**src/rtl/sync_ram_burst_reader.sv**
```systemverilog
// Burst read initiator for 1-cycle-latency synchronous RAMs: issues len consecutive
// addresses from base_addr and streams the words out through a 4-entry buffer.
module sync_ram_burst_reader #(
    parameter int DWIDTH = 32,
    parameter int AWIDTH = 10,
    parameter int LWIDTH = 11
) (
    input  logic              clk,
    input  logic              rst,
    input  logic              start,
    input  logic [AWIDTH-1:0] base_addr,
    input  logic [LWIDTH-1:0] len,
    output logic              busy,
    output logic              done,
    output logic [AWIDTH-1:0] mem_addr,
    input  logic [DWIDTH-1:0] mem_q,
    output logic [DWIDTH-1:0] out_data,
    output logic              out_valid,
    input  logic              out_ready
);

    typedef enum logic {IDLE, RUN} state_t;

    state_t            state, state_nxt;
    logic [LWIDTH-1:0] issue_rem, deliver_rem;
    logic              iss_q;    // mem_addr currently holds an issued address
    logic              rd_pend;  // mem_q carries issued data this cycle
    logic [DWIDTH-1:0] fifo [4];
    logic [1:0]        wr_ptr, rd_ptr;
    logic [2:0]        buf_count;
    logic [3:0]        credit_use;
    logic              start_go, start_empty, issue_ok, pop, capture, last_pop;

    assign busy        = (state == RUN);
    assign out_valid   = (buf_count != 3'd0);
    assign pop         = out_valid && out_ready;
    assign capture     = rd_pend;
    assign start_go    = (state == IDLE) && start && (len != '0);
    assign start_empty = (state == IDLE) && start && (len == '0);
    assign last_pop    = (state == RUN) && pop && (deliver_rem == LWIDTH'(1));

    // Occupancy after this edge counting data still in the RAM pipe; a new issue
    // is allowed only if the buffer can still hold every word in flight.
    assign credit_use = 4'(buf_count) + 4'(iss_q) + 4'(rd_pend) - 4'(pop);
    assign issue_ok   = (state == RUN) && (issue_rem != '0) && (credit_use < 4'd4);

    always_ff @(posedge clk) begin
        if (rst) state <= IDLE;
        else     state <= state_nxt;
    end

    always_comb begin
        state_nxt = state;
        case (state)
            IDLE:    if (start_go) state_nxt = RUN;
            RUN:     if (last_pop) state_nxt = IDLE;
            default: state_nxt = IDLE;
        endcase
    end

    always_ff @(posedge clk) begin
        if (rst) begin
            done        <= 1'b0;
            iss_q       <= 1'b0;
            rd_pend     <= 1'b0;
            mem_addr    <= '0;
            issue_rem   <= '0;
            deliver_rem <= '0;
            wr_ptr      <= '0;
            rd_ptr      <= '0;
            buf_count   <= '0;
            out_data    <= '0;
        end else begin
            done    <= last_pop || start_empty;
            iss_q   <= start_go || issue_ok;
            rd_pend <= iss_q;

            if (start_go) begin
                mem_addr    <= base_addr;
                issue_rem   <= len - LWIDTH'(1);
                deliver_rem <= len;
            end else begin
                if (issue_ok) begin
                    mem_addr  <= mem_addr + AWIDTH'(1);
                    issue_rem <= issue_rem - LWIDTH'(1);
                end
                if (pop) deliver_rem <= deliver_rem - LWIDTH'(1);
            end

            if (capture) wr_ptr <= wr_ptr + 2'd1;
            if (pop)     rd_ptr <= rd_ptr + 2'd1;
            buf_count <= buf_count + 3'(capture) - 3'(pop);

            // out_data mirrors the head entry and holds when the buffer drains
            if (pop && buf_count >= 3'd2)
                out_data <= fifo[rd_ptr + 2'd1];
            else if (capture && (buf_count == 3'd0 || (pop && buf_count == 3'd1)))
                out_data <= mem_q;
        end
    end

    always_ff @(posedge clk) begin
        if (capture) fifo[wr_ptr] <= mem_q;
    end

    always_ff @(posedge clk) begin
        if (!rst) assert (buf_count <= 3'd4);
    end

endmodule

```
**config.mk**
```make
export PLATFORM = sky130hd
export DESIGN_NAME = sync_ram_burst_reader
export DESIGN_NICKNAME = d
export VERILOG_FILES = /design/src/rtl/sync_ram_burst_reader.sv
export SDC_FILE = /design/constraint.sdc
export NUM_CORES = 1
export LEC_CHECK = 0
export BUFFER_PORTS_ARGS = -buffer_cell sky130_fd_sc_hd__buf_2
export CAP_MARGIN = 20
export CORE_MARGIN = 4
export CORE_UTILIZATION = 60
export CTS_BUF_LIST = sky130_fd_sc_hd__clkbuf_8
export CTS_CLUSTER_DIAMETER = 200
export DETAILED_ROUTE_END_ITERATION = 16
export PLACE_DENSITY = 0.94
export SLEW_MARGIN = 20
export SYNTH_ARGS = -nofsm -noshare
export SYNTH_HDL_FRONTEND = slang
export SYNTH_SLANG_ARGS = --single-unit
```
**constraint.sdc**
```tcl
create_clock -name clk -period 7.6 [get_ports clk]
set_input_delay 1.52 -clock clk [delete_from_list [all_inputs] [get_ports clk]]
set_output_delay 1.52 -clock clk [all_outputs]
set_load 0.01 [all_outputs]
```
==> parameters.txt, run 1 <==
Parameter                              Value

Pwr
  Power per cell area ... 314 nW/µm²
  Final Power ... 3.14 mW
  Maximum resistive drop on vdd ... about 210 µV
  Leakage power total ... between 3 and 4 nW

Floorplan
  Row count ... 43
  Die area ... between 15,000 and 20,000 µm²
  Width of the chip ... 128 µm
  Die boundary height ... 128 µm
  Core outline area ... 14,000 µm²
  Initial Util ... about three fifths
  Count of boundary I/O pins ... 102

STA
  Actual transition at the worst max-transition pin ... around 1100 ps
  Setup repair after global routing missed its margin ... no
  Sum Neg Setup Slack ... 0 ps
  Hold Slack ... between 400 and 500 ps
  Relative max-transition margin ... 27.1%
  Share of the clock period used by the worst path ... 57.1%
  Min Clock Period, post-route ... ~4300 ps
  Hold violation count in the final report ... 0
  F_max ... about 230 MHz
  Pins over their slew limit ... 0
  Final count of negative-setup-slack endpoints ... 0
  Worst clock skew ... 15.1 ps

Logic synthesis
  Library cells used by synthesis ... 50
  Syn. warnings ... 0
  Average size of a mapped cell ... between 10 and 15 µm²
  Number of flops mapped to enable cells by yosys ... ~130
  Synth Flop Type ... edfxtp_1
  Post-Synthesis Cell Area ... approximately 8600 µm²
  Synthesized instance count ... about 640
  Synthesized Nets ... between 700 and 800
  Seq/Total Area, Yosys ... between 60% and 70%
  Number of synthesized register bits ... about 200
  Synth async-reset ratio ... 0%

Final layout
  Total area of sequential cells ... 5350 µm²
  Antenna diode count ... 0
  Post-layout instance area ... around 10000 µm²
  Area of combinational cells with multiple inputs ... 3090 µm²
  Non-filler instance count after layout ... between 900 and 1,000
  Filler cells ... 899
  Area growth, synth to finish ... 15.8%
  Number of nets in the layout ... around 800
  Ratio of cells with drive above 1 in the final layout ... approximately 27%

Route
  Via density per instance ... between 6 and 7
  Number of design-rule violations left by the first detailed-router iteration ... 585
  Final routed wire length divided by cell count ... approximately 23 µm
  Drc violations ... 0
  Pre-antenna DRT Iters ... 5
  DRT antenna net count ... 0
  Total Routed Length ... ~21,000 µm
  Number of vias after detailed routing ... 6,064

Setup path
  Data arrival at the endpoint of the critical path ... roughly 4800 ps
  Sort of element at the start of the critical path ... input pin
  Req. time, crit path ... roughly 8000 ps
  Category of the most critical setup path ... input pin to register
  Crit path max fanout ... 11
  Crit path capture type ... register

Global route
  Largest net degree at the start of global routing ... 77
  Antenna violations before repair ... 0
  Total congestion overflow ... 0
  First-pass GRT wire length ... around 34,000 µm
  Vias in the first global route ... between 6,000 and 7,000
  Overall track demand over capacity in global routing ... a little over a quarter

Run status
  Run status ... finished, final reports clean

Place
  Placed Area ... 9270 µm²
  Placer congestion estimate ... roughly 0.89
  Final HPWL from detailed placement ... around 13,000 µm
  Post-placement cell count ... ~900
  Number of buffers added on ports ... around 100

Clock network
  Post-CTS setup buffers ... 0
  H-tree depth ... 2
  # clock sinks ... roughly 200
  CTS root buf ... clkbuf_8
  TritonCTS buffer count ... 34
  # hold bufs at CTS ... 0
  Reg clk slew, reported paths ... ~60 ps
  Number of gates resized after cts ... 0
  Max Root-Sink Buffers ... 3
  Skew-Pair Late Insertion Delay ... about 510 ps
  TritonCTS clock tree ... built

Hold path
  Hold/Removal Path Class ... register to register

Job
  Number of violations of the max-capacitance limit ... 0
-- final timing paths --
check | start | end | slack [ps] | cells after the start
setup reg to reg | buf_count[1] | mem_addr[9] | 3880 | 12
hold / removal | iss_q | capture | 500 | 1
setup / recovery | out_ready | mem_addr[9] | 3260 | 13
hold reg to reg | iss_q | capture | 500 | 1
-- worst max-delay path, stage by stage --
cell      delay [ps]
buf_2            100
o31ai_1           60
buf_4            180
or2_2            320
nand2_1          120
ha_1             270
a21o_1           190
a311oi_2         380
xnor2_2          190
nand2_1          320
or3_4            500
or3_1            350
a311oi_1         250
-- power by group --
part,total (mW),internal (mW),switching [mW]
combinational,0.731,0.319,0.413
sequential,1.40,1.28,0.120
clock,1.01,0.578,0.431
-- kinds of logic after synthesis --
group / count (synthesis) / share of synthesized area (%)
simple gates: 175 / 9.56
buf+inv: 49 / 2.28
mux: 68 / 12.6
xor+xnor: 26 / 2.73
compound gates: 104 / 8.76
fa+ha+maj: 14 / 2.12
flops: 203 / 62.0
-- per-stage QoR --
stage	setup slack (ps)	utilization, %
3_5_place_dp	2910	66.3
5_1_grt	3070	71.4
3_3_place_gp	3100	66.3
4_1_cts	3290	71.4
2_1_floorplan	3020	-
6_report	3260	71.4
-- cell usage in the layout (no fill, tap or decap), types with 3 or more instances in the layout --
cell,count
edfxtp_1,128
buf_2,101
nor2_1,74
dfxtp_1,73
a211oi_1,45
clkbuf_8,43
mux2i_1,33
nand2_1,32
mux4_2,32
inv_1,18
xnor2_1,13
nor3_1,13
ha_1,13
xor2_1,12
a21oi_1,11
a22oi_1,9
nand3_1,9
buf_4,9
o21ai_0,8
a311oi_1,7
nand4_1,6
or3_1,6
and2_1,6
nor4_1,6
clkinv_1,6
nor2b_1,5
a31oi_1,4
o22ai_1,4
nor3_2,3
nand2b_1,3
a21oi_2,3
and3_1,3
o311ai_0,3
-- state kept, by name (all words and copies together) (netlist names) --
name and count:
capture 1, deliver_rem 11, done 1, out_data 32, fifo 128, iss_q 1
buf_count 3, busy 1, rd_ptr 2, wr_ptr 2, issue_rem 11, mem_addr 10
-- area by class of cell --
class                           instances  share of cell area [%]
Multi-Input combinational cell        387                    30.9
Clock inverter                         19                    1.30
Timing Repair Buffer                  110                    5.74
Inverter                               10                   0.376
Clock buffer                           43                    5.92
Tap cell                              180                    2.25
Sequential cell                       203                    53.5
-- synth_stat cells, types with 11 or more instances --
cell / n / area share [%]
mux2i_1: 33 / 3.8
nor3_1: 13 / 0.75
a21oi_1: 11 / 0.64
mux4_2: 32 / 8.4
nand2_1: 32 / 1.4
nor2_1: 74 / 3.2
xnor2_1: 13 / 1.3
edfxtp_1: 128 / 45
dfxtp_1: 75 / 17
ha_1: 13 / 1.9
a211oi_1: 45 / 3.9
xor2_1: 12 / 1.2
clkbuf_1: 22 / 0.96
-- routing by layer --
layer / vias up / share of wire (%) / track usage [%]
met5: - / 0 / 0
li1: 2667 / - / -
met3: 83 / 6.3 / 4.96
met1: 2996 / 38 / 32.8
met4: 0 / 4.8 / 14.7
met2: 318 / 51 / 44.9
No activity file was read; power rests on OpenSTA's default activity.
==> run 2, diff against run 1 <==
--- a/config.mk
+++ b/config.mk
@@ -8,11 +8,11 @@
 export BUFFER_PORTS_ARGS = -buffer_cell sky130_fd_sc_hd__buf_2
 export CAP_MARGIN = 20
 export CORE_MARGIN = 4
-export CORE_UTILIZATION = 60
+export CORE_UTILIZATION = 54
 export CTS_BUF_LIST = sky130_fd_sc_hd__clkbuf_8
 export CTS_CLUSTER_DIAMETER = 200
 export DETAILED_ROUTE_END_ITERATION = 16
-export PLACE_DENSITY = 0.94
+export PLACE_DENSITY = 0.9
 export SLEW_MARGIN = 20
 export SYNTH_ARGS = -nofsm -noshare
 export SYNTH_HDL_FRONTEND = slang
==> constraint.sdc (replaced) <==
create_clock -name clk -period 3.8 [get_ports clk]
set_input_delay 0.76 -clock clk [delete_from_list [all_inputs] [get_ports clk]]
set_output_delay 0.76 -clock clk [all_outputs]
set_load 0.01 [all_outputs]
==> run 2 against run 1 <==
  * Critical path type is now register to register
  * Clock power grew 87%
  * Largest cell class unchanged
  * Via count shrank 5.5%
  * Combinational power grew 94%
  * Final area grew 0.70%
  * First-iteration DRC count shrank 41%
  * Wire length shrank 14%
  * Sequential cell count is the same
  * Sequential share of layout area shrank 0.39 points
  * Register-to-register slack lost 3200 ps
  * Total power grew 92%
  * Global-route usage shrank 6.1 points
  * Die area grew 10%
==> parameters.txt, run 2 (synthesized netlist as in run 1, its figures left out) <==
Parameter                              Value

Run status
  Run status ... finished, final reports clean

Route
  Drc violations ... 0
  Number of vias after detailed routing ... between 5,000 and 6,000
  Pre-antenna DRT Iters ... 5
  Via density per instance ... 5.78
  Final routed wire length divided by cell count ... around 19 µm
  Number of design-rule violations left by the first detailed-router iteration ... about 350
  DRT antenna net count ... 0
  Total Routed Length ... around 18,000 µm

STA
  Final count of negative-setup-slack endpoints ... 0
  Worst clock skew ... roughly 35 ps
  Share of the clock period used by the worst path ... about 83%
  Hold violation count in the final report ... 0
  Relative max-transition margin ... 44.9%
  Min Clock Period, post-route ... 3160 ps
  Pins over their slew limit ... 0
  Actual transition at the worst max-transition pin ... roughly 830 ps
  Sum Neg Setup Slack ... 0 ps
  Setup repair after global routing missed its margin ... no
  F_max ... roughly 320 MHz

Global route
  Overall track demand over capacity in global routing ... 20.6%
  First-pass GRT wire length ... approximately 30,000 µm
  Total congestion overflow ... 0
  Vias in the first global route ... 5,776
  Antenna violations before repair ... 0
  Largest net degree at the start of global routing ... 47

Setup path
  Sort of element at the start of the critical path ... register
  Cell occurring most often along the worst timing path ... nor2b_1
  Category of the most critical setup path ... register to register
  Slack of the worst reg-to-reg path ... 640 ps
  Buffers & Inverters on Critical Path ... 0
  Worst r2r path cells ... 11
  Startpoint of the worst-slack reg-to-reg timing path ... busy
  Logic depth of the worst setup path including buffers ... 11
  Cell with the largest stage delay on the worst path ... nor2b_1
  Capture instance of the worst register-to-register path ... issue_rem[10]
  Data arrival at the endpoint of the critical path ... 3580 ps
  Cell Chain, Critical Path ... nor2b_1 > nand2_1 > a22oi_1 > ha_1 > nor2b_1 > nand3_1 > mux2_2 > a21oi_2 > and3_1 > mux2_1 > a211o_1
  Setup crit start ... busy
  Crit path max fanout ... 7
  Delay contributed by the slowest stage of the critical path ... about 380 ps
  Req. time, crit path ... about 4200 ps
  Crit path capture type ... register
  Family with the most delay on the worst path ... simple AND/OR/NAND/NOR gates

Clock network
  Post-CTS setup buffers ... 0
  Reg clk slew, reported paths ... roughly 60 ps
  TritonCTS buffer count ... 34
  # clock sinks ... 203
  Max Root-Sink Buffers ... 3
  Skew-Pair Late Insertion Delay ... 530 ps
  CTS root buf ... clkbuf_8
  Number of gates resized after cts ... 0
  TritonCTS clock tree ... built
  H-tree depth ... 2
  # hold bufs at CTS ... 0

Final layout
  Number of nets in the layout ... ~830
  Number of flip-flops under the largest register name ... between 100 and 150
  Largest register by flop count ... fifo
  Top Registers ... fifo: 128 flops, out_data: 32 flops
  Most frequent standard cell in the layout excluding fill and tap cells ... edfxtp_1
  Area growth, synth to finish ... 16.7%
  Most frequent cells in the layout ... 128 x edfxtp_1, 101 x buf_2, 74 x nor2_1, 74 x dfxtp_1, 45 x a211oi_1
  Ratio of cells with drive above 1 in the final layout ... between 20% and 30%

Job
  Number of violations of the max-capacitance limit ... 0

Pwr
  Final Power ... roughly 6.0 mW
  Leakage power total ... approximately 3.9 nW
  Power per cell area ... between 600 and 700 nW/µm²
  Maximum resistive drop on vdd ... approximately 420 µV

Floorplan
  Count of boundary I/O pins ... around 100
  Die boundary height ... about 130 µm
  Die area ... roughly 18,000 µm²
  Core outline area ... 15,400 µm²
  Width of the chip ... 134 µm
  Initial Util ... between 50% and 60%
  Row count ... 45

Hold path
  Hold/Removal Path Class ... input pin to register
  Critical hold path startpoint ... mem_q[15]
  Cell depth of the worst hold path ... 1
  Worst Hold Path EP ... fifo[3][15]

Place
  Placer congestion estimate ... 0.890
  Final HPWL from detailed placement ... between 10,000 and 15,000 µm
  Number of buffers added on ports ... 101
==> run 2: worst max-delay path by stage <==
stage	end	slack (ps)
3_5_place_dp	issue_rem[10]	200
3_3_place_gp	issue_rem[10]	270
5_1_grt	issue_rem[10]	350
2_1_floorplan	issue_rem[10]	90
4_1_cts	issue_rem[10]	670
6_report	issue_rem[10]	640
==> run 2: worst register-to-register path, cell delays in order, from the launching register on <==
cell	delay [ps]
dfxtp_1	370
nor2b_1	380
nand2_1	180
a22oi_1	230
ha_1	290
nor2b_1	200
nand3_1	90
mux2_2	290
a21oi_2	200
and3_1	220
mux2_1	320
a211o_1	280
==> run 2: power breakdown <==
group	internal [mW]	switching (mW)	total [mW]
sequential	2.55	0.170	2.72
clock	1.03	0.864	1.89
combinational	0.642	0.782	1.42
total	4.22	1.82	6.04
==> run 2: metal layers <==
metal  vias up  GRT usage, %  routed length (µm)
met5         -             0                   0
li1       2684             -                   -
met1      2789          27.2                7720
met2       221          33.7                9050
met4         0          7.52                 403
met3        36          4.73                1260
==> run 2: per-stage QoR <==
step	worst slack (ps)	hold slack [ps]	instances	cell area (µm²)	utilization (%)
detailed placement	199	490	930	9370	60.7
global route	352	441	991	10100	65.2
CTS	668	427	991	10100	65.2
finish	637	460	992	10100	65.2
global placement	267	481	930	9370	60.7
floorplan	93.3	459	639	8630	-
==> run 2: area by class of cell <==
cell class              instances  area (µm²)
fillers                      1130        5370
multi-input cells             387        3080
repair buffers                119         641
clock inverters                18        95.1
flip-flops and latches        203        5350
clock buffers                  43         592
diodes                          1        2.50
well taps                     211         264
inverters                      10        37.5
==> run 3, diff against run 2 <==
--- a/config.mk
+++ b/config.mk
@@ -5,14 +5,15 @@
 export SDC_FILE = /design/constraint.sdc
 export NUM_CORES = 1
 export LEC_CHECK = 0
+export ABC_AREA = 1
 export BUFFER_PORTS_ARGS = -buffer_cell sky130_fd_sc_hd__buf_2
 export CAP_MARGIN = 20
 export CORE_MARGIN = 4
-export CORE_UTILIZATION = 54
+export CORE_UTILIZATION = 55
 export CTS_BUF_LIST = sky130_fd_sc_hd__clkbuf_8
 export CTS_CLUSTER_DIAMETER = 200
 export DETAILED_ROUTE_END_ITERATION = 16
-export PLACE_DENSITY = 0.9
+export PLACE_DENSITY = 0.91
 export SLEW_MARGIN = 20
 export SYNTH_ARGS = -nofsm -noshare
 export SYNTH_HDL_FRONTEND = slang
==> constraint.sdc (replaced) <==
create_clock -name clk -period 2.6 [get_ports clk]
set_input_delay 0.52 -clock clk [delete_from_list [all_inputs] [get_ports clk]]
set_output_delay 0.52 -clock clk [all_outputs]
set_load 0.01 [all_outputs]
==> run 3 against run 2 <==
  * Clock power up 25%
  * First-iteration DRC count up 100%
  * Die area up 0.46%
  * Sequential share of layout area down 0.61 points
  * Synthesized area up 2.4%
  * Global-route usage up 1.9 points
  * Critical path depth up 7
==> parameters.txt, run 3 <==
Parameter                              Value

Final layout
  Number of nets in the layout ... 1,065
  Top Registers ... fifo: 128 flops, out_data: 32 flops
  Filler cells ... approximately 1,200
  Total area of sequential cells ... approximately 5300 µm²
  Area of combinational cells with multiple inputs ... 3020 µm²
  Number of flip-flops under the largest register name ... roughly 130
  Post-layout instance area ... roughly 10,000 µm²
  Area growth, synth to finish ... 15.3%
  Most frequent standard cell in the layout excluding fill and tap cells ... nand2_1
  Ratio of cells with drive above 1 in the final layout ... between 10% and 20%
  Largest register by flop count ... fifo
  Most frequent cells in the layout ... 161 x nand2_1, 128 x edfxtp_1, 101 x buf_2, 98 x o21ai_0, 81 x inv_1
  Antenna diode count ... 0
  Non-filler instance count after layout ... about 1,200

Clock network
  # hold bufs at CTS ... 0
  # clock sinks ... 203
  TritonCTS buffer count ... 31
  Number of gates resized after cts ... 0
  CTS root buf ... clkbuf_8
  Post-CTS setup buffers ... 0
  Reg clk slew, reported paths ... roughly 60 ps
  H-tree depth ... 1
  Max Root-Sink Buffers ... 3
  TritonCTS clock tree ... built
  Skew-Pair Late Insertion Delay ... ~570 ps

Logic synthesis
  Average size of a mapped cell ... 10.1 µm²
  Number of flops mapped to enable cells by yosys ... ~130
  Cell taking the most area after synthesis ... edfxtp_1
  Post-synth top area share ... between 40% and 50%
  Number of synthesized register bits ... between 200 and 250
  Synthesized Nets ... between 900 and 1,000
  Synth Flop Type ... edfxtp_1
  Seq/Total Area, Yosys ... between 60% and 70%
  Synth top cells by count ... 162 x nand2_1, 128 x edfxtp_1, 98 x o21ai_0
  Most frequent cell after synthesis ... nand2_1
  Library cells used by synthesis ... 46
  Synthesized instance count ... between 800 and 900
  Synth async-reset ratio ... 0%
  Syn. warnings ... 0
  Post-Synthesis Cell Area ... 8830 µm²
  Leading cell types by total area after synthesis ... edfxtp_1 44%, dfxtp_1 17%, nand2_1 6.9%

Global route
  Fraction of met2 tracks used by global routing ... 37.6%
  GR Layer Usage met3 ... under 10%
  Overall track demand over capacity in global routing ... 22.5%
  Total congestion overflow ... 0
  Largest net degree at the start of global routing ... between 40 and 50
  First-pass GRT wire length ... around 33,000 µm
  Grt peak-use layer ... met2
  Vias in the first global route ... slightly below 7,000
  Met1 demand-to-capacity share in global routing ... a little under a third
  Antenna violations before repair ... 0

Setup path
  Delay contributed by the slowest stage of the critical path ... between 300 and 400 ps
  Cell Chain, Critical Path ... inv_2 > nand3_1 > nand2_1 > inv_1 > nand2_1 > nand2_1 > ha_1 > a21o_1 > nand2_1 > nand2_1 > xor2_1 > a21oi_1 > nand2_1 > nand2_2 > buf_6 > or2_2 > nand3_1 > inv_1
  Cell with the largest stage delay on the worst path ... dfxtp_1
  Req. time, crit path ... ~3000 ps
  Family with the most delay on the worst path ... simple AND/OR/NAND/NOR gates
  Data arrival at the endpoint of the critical path ... roughly 2800 ps
  Cell occurring most often along the worst timing path ... nand2_1
  Sort of element at the start of the critical path ... register
  Crit path max fanout ... 14
  Category of the most critical setup path ... register to register
  Buffers & Inverters on Critical Path ... 4
  Crit path capture type ... register

Floorplan
  Row count ... 46
  Die area ... 18,100 µm²
  Count of boundary I/O pins ... around 100
  Width of the chip ... roughly 130 µm
  Initial Util ... 55.8%
  Die boundary height ... about 130 µm
  Core outline area ... about 16,000 µm²

Place
  Number of buffers added on ports ... roughly 100
  Placed Area ... roughly 9600 µm²
  Post-placement cell count ... between 1,000 and 1,500
  Placement Setup Slack ... around 34 ps
  Placer congestion estimate ... 0.954
  Final HPWL from detailed placement ... between 10,000 and 15,000 µm

Route
  Final routed wire length divided by cell count ... ~17 µm
  Total Routed Length ... just over 20,000 µm
  Via density per instance ... 5.61
  DRT antenna net count ... 0
  Pre-antenna DRT Iters ... 5
  Number of vias after detailed routing ... 6,923
  Number of design-rule violations left by the first detailed-router iteration ... about 700
  Drc violations ... 0

STA
  Actual transition at the worst max-transition pin ... 628 ps
  F_max ... approximately 420 MHz
  Pins over their slew limit ... 0
  Min Clock Period, post-route ... about 2400 ps
  Fin worst setup slack ... around 230 ps
  Hold violation count in the final report ... 0
  Share of the clock period used by the worst path ... 91.0%
  Relative max-transition margin ... 58.1%
  Final count of negative-setup-slack endpoints ... 0
  Worst clock skew ... about 47 ps

Run status
  Run status ... finished, final reports clean

Pwr
  Power per cell area ... slightly above 900 nW/µm²
  Maximum resistive drop on vdd ... roughly 760 µV
  Leakage power total ... ~4.3 nW
  Final Power ... 9.37 mW

Job
  Number of violations of the max-capacitance limit ... 0

Hold path
  Hold/Removal Path Class ... input pin to register
run 3: cell types whose count changed in the layout (fill, tap and decap cells not counted), sizes merged, moves of 38 or more:
cell / delta
nand2: +140
o21ai: +92
inv: +62
a211oi: -44
a21oi: +38
run 3: path summary, 6_finish.rpt:
check	from	endpoint	slack (ps)	cells past startpoint
hold reg to reg	iss_q	capture	460	2
setup / recovery	buf_count[1]	issue_rem[4]	230	18
setup reg to reg	buf_count[1]	issue_rem[4]	230	18
hold / removal	mem_q[18]	fifo[0][18]	180	1
run 3: cell families (layout without fill, tap and decap cells):
logic type	Yosys count	count (layout)	share of synthesized area (%)
multiplexers	1	1	0.113
AND/OR/NAND/NOR	306	306	15.1
XOR/XNOR	14	14	1.39
AO/OA/AOI/OAI	225	225	15.4
adder cells (fa/ha/maj)	14	14	2.07
buffers and inverters	114	256	5.37
flip-flops	203	203	60.6
run 3: report_power, final:
part	internal [mW]	leakage [nW]	total [mW]	switching, mW
Sequential	3.80	1.77	4.05	0.245
Clock	1.17	0.347	2.36	1.19
Combinational	1.07	2.18	2.96	1.89
Total	6.04	4.29	9.37	3.33
run 3: layout make-up:
| class | instances | area share [%] |
|---|---|---|
| Multi-Input combinational cell | 560 | 29.6 |
| Timing Repair Buffer | 127 | 7.05 |
| Tap cell | 216 | 2.66 |
| Inverter | 71 | 2.62 |
| Sequential cell | 203 | 52.5 |
| Clock inverter | 25 | 1.05 |
| Clock buffer | 33 | 4.46 |
run 3: layer usage:
metal,part of all wire (%),vias to the layer above
met5,0,-
met4,1.9,0
met3,7.4,35
met2,49,288
met1,42,3297
li1,-,3303
run 3: through the flow:
step	utilization, %	setup TNS, ps	hold slack [ps]
global placement	60.7	0	424
finish	64.3	0	178
floorplan	-	0	403
CTS	64.2	0	162
detailed placement	60.7	0	432
global route	64.3	-3.07	161
